**src/rtl/audio_fx_pkg.sv**
```systemverilog
`default_nettype none
// ============================================================================
// audio_fx_pkg : shared widths, sequencer state encoding, saturation limits
// Rev 1.0
// ============================================================================
package audio_fx_pkg;

    localparam int DATA_W_DEF = 16;
    localparam int ADDR_W_DEF = 24;

    localparam logic [DATA_W_DEF-1:0] SAT_MAX_DEF = 16'h7FFF;
    localparam logic [DATA_W_DEF-1:0] SAT_MIN_DEF = 16'h8000;

    typedef enum logic [3:0] {
        ST_IDLE    = 4'd0,
        ST_CAPTURE = 4'd1,
        ST_WR_REQ  = 4'd2,
        ST_WR_WAIT = 4'd3,
        ST_RD_REQ  = 4'd4,
        ST_RD_WAIT = 4'd5,
        ST_MIX     = 4'd6,
        ST_OUT     = 4'd7,
        ST_DONE    = 4'd8
    } state_t;

endpackage
`default_nettype wire

```
**src/rtl/echo_tap_sequencer_mix.sv**
```systemverilog
`default_nettype none
// ============================================================================
// echo_mix : sample + (echo >>> (gain_sh+1)), wraps or saturates (ECHO_TAP_SAT_EN)
// Rev 1.0
// ============================================================================
module echo_mix
    import audio_fx_pkg::*;
#(
    parameter int DATA_W = DATA_W_DEF
) (
    input  logic [DATA_W-1:0] sample,
    input  logic [DATA_W-1:0] echo,
    input  logic [1:0]        gain_sh,
    output logic [DATA_W-1:0] mix
);

    logic signed [DATA_W-1:0] shifted;

    always_comb begin
        shifted = $signed(echo) >>> ({1'b0, gain_sh} + 3'd1);
    end

`ifdef ECHO_TAP_SAT_EN
    localparam logic [DATA_W-1:0] SAT_MAX = (DATA_W == DATA_W_DEF) ? DATA_W'(SAT_MAX_DEF)
                                                                  : {1'b0, {(DATA_W-1){1'b1}}};
    localparam logic [DATA_W-1:0] SAT_MIN = (DATA_W == DATA_W_DEF) ? DATA_W'(SAT_MIN_DEF)
                                                                  : {1'b1, {(DATA_W-1){1'b0}}};
    logic [DATA_W:0] sum;

    always_comb begin
        sum = {sample[DATA_W-1], sample} + {shifted[DATA_W-1], shifted};
        // The two top bits disagree only when the true result left the DATA_W range
        if (sum[DATA_W] != sum[DATA_W-1]) begin
            mix = sum[DATA_W] ? SAT_MIN : SAT_MAX;
        end else begin
            mix = sum[DATA_W-1:0];
        end
    end
`else
    always_comb begin
        mix = sample + shifted;
    end
`endif

endmodule
`default_nettype wire

```
**src/rtl/echo_tap_sequencer.sv**
```systemverilog
`default_nettype none
// ============================================================================
// echo_tap_sequencer : one capture/write/read/mix/output pass per reset window
// Rev 1.0   (build option: ECHO_TAP_SAT_EN selects saturating mix)
// ============================================================================
module echo_tap_sequencer
    import audio_fx_pkg::*;
#(
    parameter int DATA_W      = DATA_W_DEF,
    parameter int ADDR_W      = ADDR_W_DEF,
    parameter int TIMEOUT_CYC = 512
) (
    input  logic              CLOCK_50_D,
    input  logic              AUD_ADCLRCK,
    input  logic [DATA_W-1:0] in_data,
    input  logic              in_valid,
    output logic              in_ready,
    input  logic [ADDR_W-1:0] wr_ptr,
    input  logic [ADDR_W-1:0] delay,
    input  logic [1:0]        gain_sh,
    output logic [ADDR_W-1:0] mem_wr_addr,
    output logic [DATA_W-1:0] mem_wr_data,
    output logic              mem_wr_enable,
    output logic [ADDR_W-1:0] mem_rd_addr,
    output logic              mem_rd_enable,
    input  logic [DATA_W-1:0] mem_rd_data,
    input  logic              mem_rd_ready,
    input  logic              mem_busy,
    output logic [DATA_W-1:0] out_data,
    output logic              out_valid,
    input  logic              out_ready,
    output logic              done,
    output logic              rd_timeout
);

    localparam int CNT_W = $clog2(TIMEOUT_CYC + 1);

    state_t              state_q,      state_d;
    logic                in_ready_q,   in_ready_d;
    logic [DATA_W-1:0]   sample_q,     sample_d;
    logic [ADDR_W-1:0]   wr_ptr_q,     wr_ptr_d;
    logic [DATA_W-1:0]   echo_q,       echo_d;
    logic                hold_q,       hold_d;
    logic [CNT_W-1:0]    tmo_cnt_q,    tmo_cnt_d;
    logic                wr_en_q,      wr_en_d;
    logic [ADDR_W-1:0]   wr_addr_q,    wr_addr_d;
    logic [DATA_W-1:0]   wr_data_q,    wr_data_d;
    logic                rd_en_q,      rd_en_d;
    logic [ADDR_W-1:0]   rd_addr_q,    rd_addr_d;
    logic [DATA_W-1:0]   out_data_q,   out_data_d;
    logic                out_valid_q,  out_valid_d;
    logic                done_q,       done_d;
    logic                rd_timeout_q, rd_timeout_d;
    logic [DATA_W-1:0]   mix;

    echo_mix #(.DATA_W(DATA_W)) u_mix (
        .sample  (sample_q),
        .echo    (echo_q),
        .gain_sh (gain_sh),
        .mix     (mix)
    );

    // Strobes default low so every request is a single-cycle pulse
    always_comb begin
        state_d      = state_q;
        in_ready_d   = 1'b0;
        sample_d     = sample_q;
        wr_ptr_d     = wr_ptr_q;
        echo_d       = echo_q;
        hold_d       = 1'b0;
        tmo_cnt_d    = '0;
        wr_en_d      = 1'b0;
        wr_addr_d    = wr_addr_q;
        wr_data_d    = wr_data_q;
        rd_en_d      = 1'b0;
        rd_addr_d    = rd_addr_q;
        out_data_d   = out_data_q;
        out_valid_d  = 1'b0;
        done_d       = done_q;
        rd_timeout_d = rd_timeout_q;
        case (state_q)
            ST_IDLE: begin
                in_ready_d = 1'b1;
                state_d    = ST_CAPTURE;
            end
            ST_CAPTURE: begin
                if (in_valid && in_ready_q) begin
                    sample_d = in_data;
                    wr_ptr_d = wr_ptr;
                    echo_d   = '0;
                    state_d  = ST_WR_REQ;
                end else begin
                    in_ready_d = 1'b1;
                end
            end
            ST_WR_REQ: begin
                if (!mem_busy) begin
                    wr_en_d   = 1'b1;
                    wr_addr_d = wr_ptr_q;
                    wr_data_d = sample_q;
                    state_d   = ST_WR_WAIT;
                end
            end
            ST_WR_WAIT: begin
                // First cycle gives the controller time to raise busy for our write
                hold_d = 1'b1;
                if (hold_q && !mem_busy) begin
                    hold_d = 1'b0;
                    if (delay != '0) begin
                        state_d = ST_RD_REQ;
                    end else begin
                        echo_d  = '0;
                        state_d = ST_MIX;
                    end
                end
            end
            ST_RD_REQ: begin
                if (!mem_busy) begin
                    rd_en_d   = 1'b1;
                    rd_addr_d = wr_ptr_q - delay;
                    state_d   = ST_RD_WAIT;
                end
            end
            ST_RD_WAIT: begin
                if (mem_rd_ready) begin
                    echo_d  = mem_rd_data;
                    state_d = ST_MIX;
                end else if (tmo_cnt_q == CNT_W'(TIMEOUT_CYC - 1)) begin
                    rd_timeout_d = 1'b1;
                    echo_d       = '0;
                    state_d      = ST_MIX;
                end else begin
                    tmo_cnt_d = tmo_cnt_q + CNT_W'(1);
                end
            end
            ST_MIX: begin
                out_data_d  = mix;
                out_valid_d = 1'b1;
                state_d     = ST_OUT;
            end
            ST_OUT: begin
                if (out_ready) begin
                    done_d  = 1'b1;
                    state_d = ST_DONE;
                end else begin
                    out_valid_d = 1'b1;
                end
            end
            ST_DONE: begin
                state_d = ST_DONE;
            end
            default: begin
                state_d = ST_IDLE;
            end
        endcase
    end

    always_ff @(posedge CLOCK_50_D or posedge AUD_ADCLRCK) begin
        if (AUD_ADCLRCK) begin
            state_q      <= ST_IDLE;
            in_ready_q   <= 1'b0;
            sample_q     <= '0;
            wr_ptr_q     <= '0;
            echo_q       <= '0;
            hold_q       <= 1'b0;
            tmo_cnt_q    <= '0;
            wr_en_q      <= 1'b0;
            wr_addr_q    <= '0;
            wr_data_q    <= '0;
            rd_en_q      <= 1'b0;
            rd_addr_q    <= '0;
            out_data_q   <= '0;
            out_valid_q  <= 1'b0;
            done_q       <= 1'b0;
            rd_timeout_q <= 1'b0;
        end else begin
            state_q      <= state_d;
            in_ready_q   <= in_ready_d;
            sample_q     <= sample_d;
            wr_ptr_q     <= wr_ptr_d;
            echo_q       <= echo_d;
            hold_q       <= hold_d;
            tmo_cnt_q    <= tmo_cnt_d;
            wr_en_q      <= wr_en_d;
            wr_addr_q    <= wr_addr_d;
            wr_data_q    <= wr_data_d;
            rd_en_q      <= rd_en_d;
            rd_addr_q    <= rd_addr_d;
            out_data_q   <= out_data_d;
            out_valid_q  <= out_valid_d;
            done_q       <= done_d;
            rd_timeout_q <= rd_timeout_d;
        end
    end

    assign in_ready      = in_ready_q;
    assign mem_wr_enable = wr_en_q;
    assign mem_wr_addr   = wr_addr_q;
    assign mem_wr_data   = wr_data_q;
    assign mem_rd_enable = rd_en_q;
    assign mem_rd_addr   = rd_addr_q;
    assign out_data      = out_data_q;
    assign out_valid     = out_valid_q;
    assign done          = done_q;
    assign rd_timeout    = rd_timeout_q;

endmodule
`default_nettype wire

```
**config.mk**
```make
export PLATFORM = sky130hd
export DESIGN_NAME = echo_tap_sequencer
export DESIGN_NICKNAME = d
export VERILOG_FILES = /design/src/rtl/audio_fx_pkg.sv /design/src/rtl/echo_tap_sequencer_mix.sv /design/src/rtl/echo_tap_sequencer.sv
export SDC_FILE = /design/constraint.sdc
export NUM_CORES = 1
export LEC_CHECK = 0
export ABC_AREA = 1
export CORE_MARGIN = 3
export CORE_UTILIZATION = 48
export DETAILED_ROUTE_END_ITERATION = 10
export PLACE_DENSITY = 0.78
export SYNTH_ARGS = -nofsm -noshare
export SYNTH_HDL_FRONTEND = slang
export SYNTH_SLANG_ARGS = --single-unit
```
**constraint.sdc**
```tcl
create_clock -name CLOCK_50_D -period 6.4 [get_ports CLOCK_50_D]
set_input_delay 1.92 -clock CLOCK_50_D [delete_from_list [all_inputs] [get_ports CLOCK_50_D]]
set_output_delay 1.92 -clock CLOCK_50_D [all_outputs]
set_load 0.05 [all_outputs]
```
# Yosys cells after proc, flatten, opt, wreduce, memory -nomap -nowiden
# Index checks and enable logic that the tools add are counted.
# classes
n_addsub	4
n_eq_ne	16
n_shift	1
mux	27
n_bitwise	2
n_reduce_logical	13
# ops
operator	n
2-to-1 mux 16 bit	5
one-hot mux 16 bit (3 select lines)	1
one-hot mux 4 bit (9 select lines)	1
2-to-1 mux 10 bit	3
2-to-1 mux 4 bit	7
nonzero test 24 bit	1
subtractor 24 bit	1
adder 16 bit	1
== test 4 x 3 -> 1 bit, second input constant	4
>>> shifter 16 x 3 -> 16 bit	1
inequality test 2 bit, second input constant	6
adder 10 x 1 -> 10 bit, second input constant	1
== test 10 x 9 -> 1 bit, second input constant	1
== test 4 x 2 -> 1 bit, second input constant	2
AND reduction 2 bit	4
2-to-1 mux 1 bit	7
AND reduction 6 bit	1
AND reduction 5 bit	1
== test 4 x 1 -> 1 bit, second input constant	1
== test 4 bit, second input constant	1
zero test 4 bit	1
one-hot mux 1 bit (2 select lines)	2
adder 2 x 1 -> 3 bit, second input constant	1
inequality test 3 bit, second input constant	1
other kinds (6)	8
# totals
ff_bits	157
inputBits	88
wordCells	79

# Longest topological paths before layout
# Gate-level depths: netlist (run 1).
# depth
word_depth	4
mapped_depth	19
mapped_depth_nobuf	18

# Hierarchy
# A second synthesis (run 1) with hierarchy kept.
# unflattened
hier_cells	1152
area_unflattened_um2	9421.5
# modules_own_cells
mod	instances	cells_per_inst	area_per_inst_um2
echo_tap_sequencer	1	867	7967.6
echo_mix	1	285	1453.9

# Worst setup path before layout (run 1)
# OpenSTA, ideal clock, no wires.
# synth_path
kind	input -> register
start	input port gain_sh[0]
end	register out_data_q[14], in the netlist out_data[14]
setup_time_ns	0.118
t_arrival_ns	4.308
t_required_ns	6.282
path_slack_ns	1.974
stages	16
n_path_buf	2
cell_sequence	ha_1 -> clkbuf_1 -> buf_1 -> o21ai_0 -> o21ai_0 -> ha_1 -> inv_1 -> fa_1 -> o21ai_0 -> nand2_1 -> nand2_1 -> nand2_1 -> nand2_1 -> nand2_1 -> nand3_1 -> nand2_1
# synth_via
elab_chain_len	3
# synth_lines
item	line_no	rtl
from (decl)	echo_tap_sequencer.sv:20	input logic [1:0] gain_sh,
adder 2 x 1 -> 3 bit	echo_tap_sequencer_mix.sv:20	shifted = $signed(echo) >>> ({1'b0, gain_sh} + 3'd1);
>>> shifter 16 x 3 -> 16 bit	echo_tap_sequencer_mix.sv:20	
adder 16 bit	echo_tap_sequencer_mix.sv:41	mix = sample + shifted;
to (signal assigned)	echo_tap_sequencer.sv:189	out_data_q <= out_data_d;
to (decl)	echo_tap_sequencer.sv:50	logic [DATA_W-1:0] out_data_q, out_data_d;
# No other way between the ends.
# A chain may end at the register's enable or synchronous reset.

# Worst setup path after layout (run 1)
# layout_path
start	input port gain_sh[0]
end	register out_data_q[8], in the netlist out_data[8]
# Same word-level chain as after synthesis.

==> results.yml, run 1 <==
global_routing:
  grt_max_degree: 96
  grt.overflow.total: 0
  grt_pass1_vias: 7823
  grtUsageTotal_pct: 24.3
  grt_first_pass_wirelength_um: 39700
  antenna_found_initial: 0
sta:
  finalClockSkew_ns: 0.0106
  finalSetupViolCount: 0
  period_share_pct: 78.8
  max-slew-margin-rel_pct: 40.8
  slew_violations: 0
  finalHoldViolations: 0
  rsz0062_at_grt: "false"
  worstMarginPinSlew_ns: 0.885
  tns_ns: 0
  timing.fmax_mhz: 198
  fin_crit_ns: 5.05
clocking:
  cts_tree: "built"
  cts_root_buffer: "clkbuf_16"
  cts_buffers: 17
  ctsLongestPathBuffers: 2
  post_cts_buffers: 0
  clk_pin_slew_ns: 0.06
  cts_resized: 0
  insertion_delay_ns: 0.43
  cts.sinks: 157
  cts_max_level: 4
  cts_hold_buf: 0
synth:
  synth_top_area_share_pct: 42.8
  synth_edf_count: 0
  synth.distinct_cells: 44
  syn_area_um2: 9190
  synth_fp_nets: 1271
  seq_area_frac_synth_pct: 42.8
  ys_warn_count: 0
  async_flop_share_pct: 100
  synth_cells: 1140
  synth_seq_cells: 157
  ys_dominant_reg_cell: "dfrtp_1"
  synthTopCellsByArea: "dfrtp_1, nand2_1, mux2_2, inv_1, ha_1"
  yosys.area.top_type: "dfrtp_1"
  syn_avg_cell_area_um2: 8.06
hold_path:
  min_path_type: "reg -> reg"
drt:
  ant_nets: 0
  drt-total-wl_um: 25000
  drcViolationCount: 0
  dr_total_vias: 8146
  drt_iter0_drc: 684
  dr.pass1.iters: 5
  routedWlPerCell_um: 16.1
  viasPerCell: 5.24
floorplan:
  die_y_um: 144
  die-area_um2: 20800
  core_um2: 18400
  ios: 174
  die_w_um: 144
  rows: 49
  start_util_pct: 49.9
finish:
  layout_common_cells: "nand2_1, clkdlybuf4s50_1, dfrtp_1"
  syn2layout_area_growth_pct: 28.3
  antenna_cells: 0
  final_nets: 1443
  final_common_cell: "nand2_1"
  drive_above_1_share_pct: 10.3
critical_path:
  cp.arrival_ns: 5.36
  end_kind: "flop"
  path_class: "in -> reg"
  ff2ff_setup_slack_ns: 3.58
  critPathLaunchType: "input pin"
  required_ns: 6.71
  cp_max_fo: 20
power_and_ir_drop:
  p_total_mw: 6.29
  power_per_cell_area_nw_per_um2: 534
  power_leakage_nw: 5.94
  comb_power_share_pct: 54.3
  p_sw_share_pct: 47.0
  p_switching_mw: 2.96
  p_seq_share_pct: 27.4
  clkPwrFrac_pct: 18.3
  ir_worst_vdd_v: 0.000214
  p_int_mw: 3.34
place:
  gp_congestion: 0.964
  numPortBuffers: 173
  post-dp-hpwl_um: 19100
run_status:
  status: "finished clean"
flow_run:
  maxCapViolCount: 0
## flip-flops by register name (all words and copies together), names as in the netlist, 10 cells and up
| signal | flops |
|---|---|
| wr_ptr_q | 24 |
| echo_q | 16 |
| mem_wr_addr | 24 |
| mem_rd_addr | 24 |
| mem_wr_data | 16 |
| sample_q | 16 |
| tmo_cnt_q | 10 |
| out_data | 16 |
## final timing paths
kind                       depth (start not counted)                    endpoint              startpoint
hold / removal                                     1      tmo_cnt_q[0]$_DFF_PP0_  tmo_cnt_q[0]$_DFF_PP0_
hold reg to reg                                    1      tmo_cnt_q[0]$_DFF_PP0_  tmo_cnt_q[0]$_DFF_PP0_
min in group asynchronous                          2  mem_wr_data[0]$_DFFE_PP0P_             AUD_ADCLRCK
max in group asynchronous                          3    wr_ptr_q[17]$_DFFE_PP0P_             AUD_ADCLRCK
setup / recovery                                  17     out_data[8]$_DFFE_PP0P_              gain_sh[0]
setup reg to reg                                  15     out_data[8]$_DFFE_PP0P_   echo_q[5]$_DFFE_PP0P_
## layout make-up
cell class | count | area (µm²)
flip-flops and latches | 157 | 3930
fillers | 1594 | 6610
repair buffers | 178 | 1770
clock inverters | 14 | 229
multi-input cells | 808 | 4570
inverters | 150 | 568
clock buffers | 18 | 439
well taps | 229 | 287
## synth_stat cells, drive strengths merged, types with 2 or more instances
cell type / n
inv: 148
clkbuf: 11
mux2: 74
o211ai: 2
clkinv: 2
and2: 2
nand3: 88
xor2: 6
nand3b: 10
buf: 14
a21oi: 34
dfrtp: 157
nand4: 14
a21o: 3
nor3: 6
mux2i: 5
ha: 41
fa: 2
a31oi: 3
o21bai: 2
o21a: 4
nor3b: 3
xnor2: 9
nor2: 75
nand2: 374
or2: 2
o21ai: 46
## power by group through the flow
stage	Sequential, mW	Clock [mW]	Combinational (mW)
after detailed placement	1.73	0	3.39
after global routing	1.77	1.20	3.72
after CTS	1.72	1.17	3.41
final	1.72	1.15	3.42
after floorplan	2.48	0	1.59
after global placement	1.72	0	3.33
## critical path: stages
cell	delay, ns
clkdlybuf4s50_1	0.40
buf_4	0.21
ha_1	0.60
inv_1	0.27
o211ai_1	0.16
o21ai_0	0.12
nand2_1	0.07
nand2_1	0.10
fa_1	0.44
o21ai_0	0.49
nand2_1	0.09
nand2_1	0.16
nand2_1	0.09
nand2_1	0.06
nand2_1	0.05
nand3_1	0.07
nand2_1	0.06
## per-layer routing
layer  vias up  share of wire [%]  global-route usage, %
met5         -                  0                      0
met4         0                2.3                   8.25
met3        42                5.9                   3.97
met2       277                 47                   39.7
met1      3815                 45                   33.0
li1       4012                  -                      -
## kinds of logic (layout without fill, tap and decap cells)
group	Yosys count	after routing	share of synthesized area [%]
AOI/OAI and AO/OA	96	96	5.64
xor gates and xnor gates	15	15	1.43
adders and majority gates	43	43	6.02
buffers and inverters	175	360	7.53
DFF	157	157	42.8
muxes	79	79	9.62
and+or+nand+nor	575	575	27.0
## through the flow
| stage | setup WS [ns] | std cells | utilization [%] | area [µm²] | hold WS [ns] |
|---|---|---|---|---|---|
| 2_1_floorplan | 0.245 | 1140 | - | 9190 | 0.432 |
| 3_3_place_gp | 1.14 | 1522 | 60.4 | 11100 | 0.447 |
| 3_5_place_dp | 1.02 | 1522 | 60.4 | 11100 | 0.449 |
| 4_1_cts | 1.42 | 1554 | 64.1 | 11800 | 0.463 |
| 5_1_grt | 0.983 | 1554 | 64.1 | 11800 | 0.471 |
| 6_report | 1.35 | 1554 | 64.1 | 11800 | 0.460 |
No activity file was read; power rests on OpenSTA's default activity.
==> run 2: changes to the inputs <==
- CORE_UTILIZATION: 48 -> 53
- PLACE_DENSITY: 0.78 -> 0.82
- clock period: 6.4 -> 5.05 ns (I/O delays scaled with it)
==> results.yml, run 2 (synthesis gave the netlist of run 1 again) <==
place:
  gp_congestion: 0.972
  post-dp-hpwl_um: 19200
  dp_cells: 1515
  numPortBuffers: 173
  dp_slack_ns: 0.340
power_and_ir_drop:
  ir_worst_vdd_v: 0.000352
  power_leakage_nw: 5.91
  power_per_cell_area_nw_per_um2: 663
  p_total_mw: 7.78
flow_run:
  maxCapViolCount: 0
clocking:
  cts_buffers: 17
  cts.sinks: 157
  cts_resized: 0
  cts_tree: "built"
  cts_max_level: 4
  cts_hold_buf: 0
  cts_root_buffer: "clkbuf_16"
  clk_pin_slew_ns: 0.06
  ctsLongestPathBuffers: 2
  insertion_delay_ns: 0.43
  post_cts_buffers: 0
sta:
  slew_violations: 0
  timing.fmax_mhz: 232
  finalHoldViolations: 0
  tns_ns: 0
  worstMarginPinSlew_ns: 1.02
  rsz0062_at_grt: "false"
  layout_setup_ws_ns: 0.736
  fin_crit_ns: 4.31
  finalClockSkew_ns: 0.0120
  finalSetupViolCount: 0
  max-slew-margin-rel_pct: 32.0
  period_share_pct: 85.4
drt:
  drt_iter0_drc: 608
  dr_total_vias: 8202
  drt-total-wl_um: 24700
  viasPerCell: 5.30
  dr.pass1.iters: 5
  routedWlPerCell_um: 16.0
  ant_nets: 0
  drcViolationCount: 0
floorplan:
  core_um2: 16800
  die_y_um: 138
  ios: 174
  start_util_pct: 54.8
  die-area_um2: 18900
  rows: 47
  die_w_um: 138
critical_path:
  cp_max_fo: 19
  crit_path_start: "gain_sh[0]"
  end_kind: "flop"
  required_ns: 5.36
  critPathLaunchType: "input pin"
  cp.arrival_ns: 4.63
  r2r-start: "echo_q[4]$_DFFE_PP0P_"
  path_class: "in -> reg"
finish:
  instances_no_fill: 1548
  final_common_cell: "nand2_1"
  drive_above_1_share_pct: 10.4
  final_nets: 1445
  fillCellCount: 1359
  syn2layout_area_growth_pct: 27.7
  layout_common_cells: "nand2_1, clkdlybuf4s50_1, dfrtp_1"
global_routing:
  grt.overflow.total: 0
  antenna_found_initial: 1
  grtUsageTotal_pct: 26.6
  grt_pass1_vias: 7929
  grt_max_degree: 62
  grt_first_pass_wirelength_um: 39200
run_status:
  status: "finished clean"
hold_path:
  min_path_type: "reg -> reg"
  min-delay-start: "tmo_cnt_q[0]$_DFF_PP0_"
==> run 2: layer usage <==
metal | track usage, % | part of all wire, %
met5 | 0 | 0
met1 | 35.5 | 44
met2 | 43.8 | 47
met3 | 4.78 | 6.9
met4 | 8.87 | 2.4
==> run 2: critical path, stage by stage <==
cell and delay [ns]:
clkdlybuf4s50_1 0.50, buf_4 0.25, ha_1 0.35, clkinv_1 0.29
nand2_1 0.14, nand2_1 0.09, fa_1 0.43, o21ai_0 0.45
nand2_1 0.09, nand2_1 0.15, nand2_1 0.09, nand2_1 0.07
nand2_1 0.06, nand3_1 0.08, nand2_1 0.06
==> run 2: through the flow <==
stage          instance area, µm²  hold slack [ns]  utilization [%]
6_report                    11700            0.463             70.0
5_1_grt                     11700            0.496             70.0
4_1_cts                     11700            0.466             70.0
3_5_place_dp                11100            0.448             66.5
3_3_place_gp                11100            0.448             66.5
2_1_floorplan                9190            0.432                -
==> run 2: where the power goes <==
group,internal (mW),switching [mW]
clock network,0.697,0.574
logic,1.56,2.77
registers,1.77,0.411
==> run 2: layout make-up <==
class                           count  area (µm²)  area share (%)
Antenna cell                        1        2.50          0.0213
Timing Repair Buffer              180        1810            15.4
Sequential cell                   157        3930            33.5
Clock inverter                     15         159            1.35
Inverter                          150         567            4.83
Clock buffer                       17         425            3.63
Tap cell                          220         275            2.35
Multi-Input combinational cell    808        4570            38.9
==> run 2: worst paths after layout <==
kind / end / slack (ns) / cells after the start
max in group asynchronous: tmo_cnt_q[2]$_DFF_PP0_ / 2.58 / 3
min: tmo_cnt_q[0]$_DFF_PP0_ / 0.46 / 1
min reg2reg: tmo_cnt_q[0]$_DFF_PP0_ / 0.46 / 1
max: out_data[8]$_DFFE_PP0P_ / 0.74 / 15
min in group asynchronous: mem_wr_data[3]$_DFFE_PP0P_ / 1.66 / 2
max reg2reg: out_data[8]$_DFFE_PP0P_ / 2.35 / 15
==> run 3: changes to the inputs <==
--- a/config.mk
+++ b/config.mk
@@ -8,7 +8,8 @@
 export ABC_AREA = 1
 export CORE_MARGIN = 3
-export CORE_UTILIZATION = 53
+export CORE_UTILIZATION = 45
 export DETAILED_ROUTE_END_ITERATION = 10
-export PLACE_DENSITY = 0.82
+export PLACE_DENSITY = 0.72
+export RECOVER_POWER = 100
 export SYNTH_ARGS = -nofsm -noshare
 export SYNTH_HDL_FRONTEND = slang
==> constraint.sdc (replaced) <==
create_clock -name CLOCK_50_D -period 5.05 [get_ports CLOCK_50_D]
set_input_delay 1.515 -clock CLOCK_50_D [delete_from_list [all_inputs] [get_ports CLOCK_50_D]]
set_output_delay 1.515 -clock CLOCK_50_D [all_outputs]
set_load 0.1 [all_outputs]
==> results.yml, run 3 (synthesis gave the netlist of run 1 again) <==
drt:
  drt_iter0_drc: 546
  route.met2.wl_um: 11300
  drt-total-wl_um: 24400
  top_layer_used: "met5"
  ant_nets: 0
  routedWlPerCell_um: 15.3
  m1WireLength_um: 11400
  dr_total_vias: 8077
  viasPerCell: 5.08
  dr.pass1.iters: 5
  route.met3.wl_um: 1200
  drcViolationCount: 0
global_routing:
  grtUsageTotal_pct: 22.2
  grt.overflow.total: 0
  grt_pass1_vias: 7665
  antenna_found_initial: 2
  grt_max_degree: 99
  grt_first_pass_wirelength_um: 39200
clocking:
  cts_buffers: 17
  insertion_delay_ns: 0.42
  cts_tree: "built"
  ctsLongestPathBuffers: 2
  post_cts_buffers: 0
  cts.sinks: 157
  cts_hold_buf: 0
  cts_max_level: 4
  cts_root_buffer: "clkbuf_16"
  clk_pin_slew_ns: 0.07
  cts_resized: 0
sta:
  max-slew-margin-rel_pct: -71.4
  worstMarginPinSlew_ns: 2.57
  timing.fmax_mhz: 218
  finalHoldViolations: 0
  slew_violations: 225
  rsz0062_at_grt: "false"
  finalSetupViolCount: 0
  fin_crit_ns: 4.58
  period_share_pct: 90.7
  timing.hold.ws_ns: 0.457
  tns_ns: 0
  finalClockSkew_ns: 0.00952
hold_path:
  hold_depth: 1
  min-delay-start: "done$_DFFE_PP0P_"
  min_path_type: "reg -> reg"
  whs_endpoint: "done$_DFFE_PP0P_"
run_status:
  violations: "max-capacitance violations, max-slew violations"
  status: "finished, violations left"
critical_path:
  ff2ff_setup_slack_ns: 1.45
  path_buf_inv: 2
  critPathLaunchType: "input pin"
  cp.arrival_ns: 4.88
  worst_path_max_delay_cell: "clkbuf_1"
  required_ns: 5.35
  cp_top_family: "buffers and inverters"
  crit_chain: "dlygate4sd3_1, nor2_1, clkbuf_1, mux2_2"
  path_class: "in -> reg"
  r2r-start: "state_q[3]$_DFFE_PP0P_"
  reg2reg_to: "mem_wr_addr[4]$_DFFE_PP0P_"
  max_stage_delay_ns: 1.65
  cp_max_fo: 35
  end_kind: "flop"
  r2r_cells: 5
floorplan:
  core_um2: 19800
  die_w_um: 149
  start_util_pct: 46.4
  die-area_um2: 22200
  die_y_um: 149
  rows: 51
  ios: 174
place:
  gp_congestion: 0.926
  placed_cell_area_um2: 11200
  dp_cells: 1559
  post-dp-hpwl_um: 19100
  numPortBuffers: 173
flow_run:
  maxCapViolCount: 4
finish:
  drive_above_1_share_pct: 9.43
  design_area_um2: 11700
  final_nets: 1444
  layout_common_cells: "nand2_1, dfrtp_1, inv_1"
  final_common_cell: "nand2_1"
  syn2layout_area_growth_pct: 27.5
  instances_no_fill: 1591
==> run 3: cell types whose count changed in the layout (fill, tap and decap cells not counted), moves of 3 or more <==
cell,previous run,this run
o21ai_0,41,44
clkdlybuf4s50_1,173,81
dlygate4sd3_1,0,92
buf_4,5,2
o21ai_1,5,2
==> run 3: layer usage <==
layer | vias to the layer above | global-route usage, %
li1 | 4023 | -
met1 | 3768 | 30.9
met2 | 249 | 36.2
met3 | 35 | 3.49
met4 | 2 | 6.18
met5 | - | 0
==> run 3: how the worst max path moves through the flow <==
stage                    start                          to  slack, ns  cells after the start
floorplan           gain_sh[0]    out_data[14]$_DFFE_PP0P_       1.03                     16
global placement    gain_sh[0]    out_data[14]$_DFFE_PP0P_       0.48                     15
detailed placement  gain_sh[0]    out_data[10]$_DFFE_PP0P_       0.35                     15
CTS                 gain_sh[0]    out_data[10]$_DFFE_PP0P_       0.78                     15
global route          mem_busy  mem_wr_addr[6]$_DFFE_PP0P_       0.26                      4
finish                mem_busy  mem_wr_addr[4]$_DFFE_PP0P_       0.47                      4
==> run 3: layout make-up <==
cell class / instances / area (µm²)
inverter: 150 / 564
tap: 265 / 332
antenna: 1 / 2.50
clock inverter: 14 / 164
multi-input combinational: 808 / 4520
sequential: 157 / 3930
clock buffer: 17 / 425
fill: 1813 / 8070
timing repair buffer: 179 / 1770
==> run 3: through the flow <==
step	util, %	setup slack (ns)
floorplan	-	1.03
global placement	56.6	0.476
detailed placement	56.6	0.349
CTS	59.6	0.776
global route	59.2	0.257
finish	59.2	0.472
Power of run 3 is left out: the tool's default activity adds up to more than one toggle a clock period on the data nets, which glitch-free logic cannot reach.
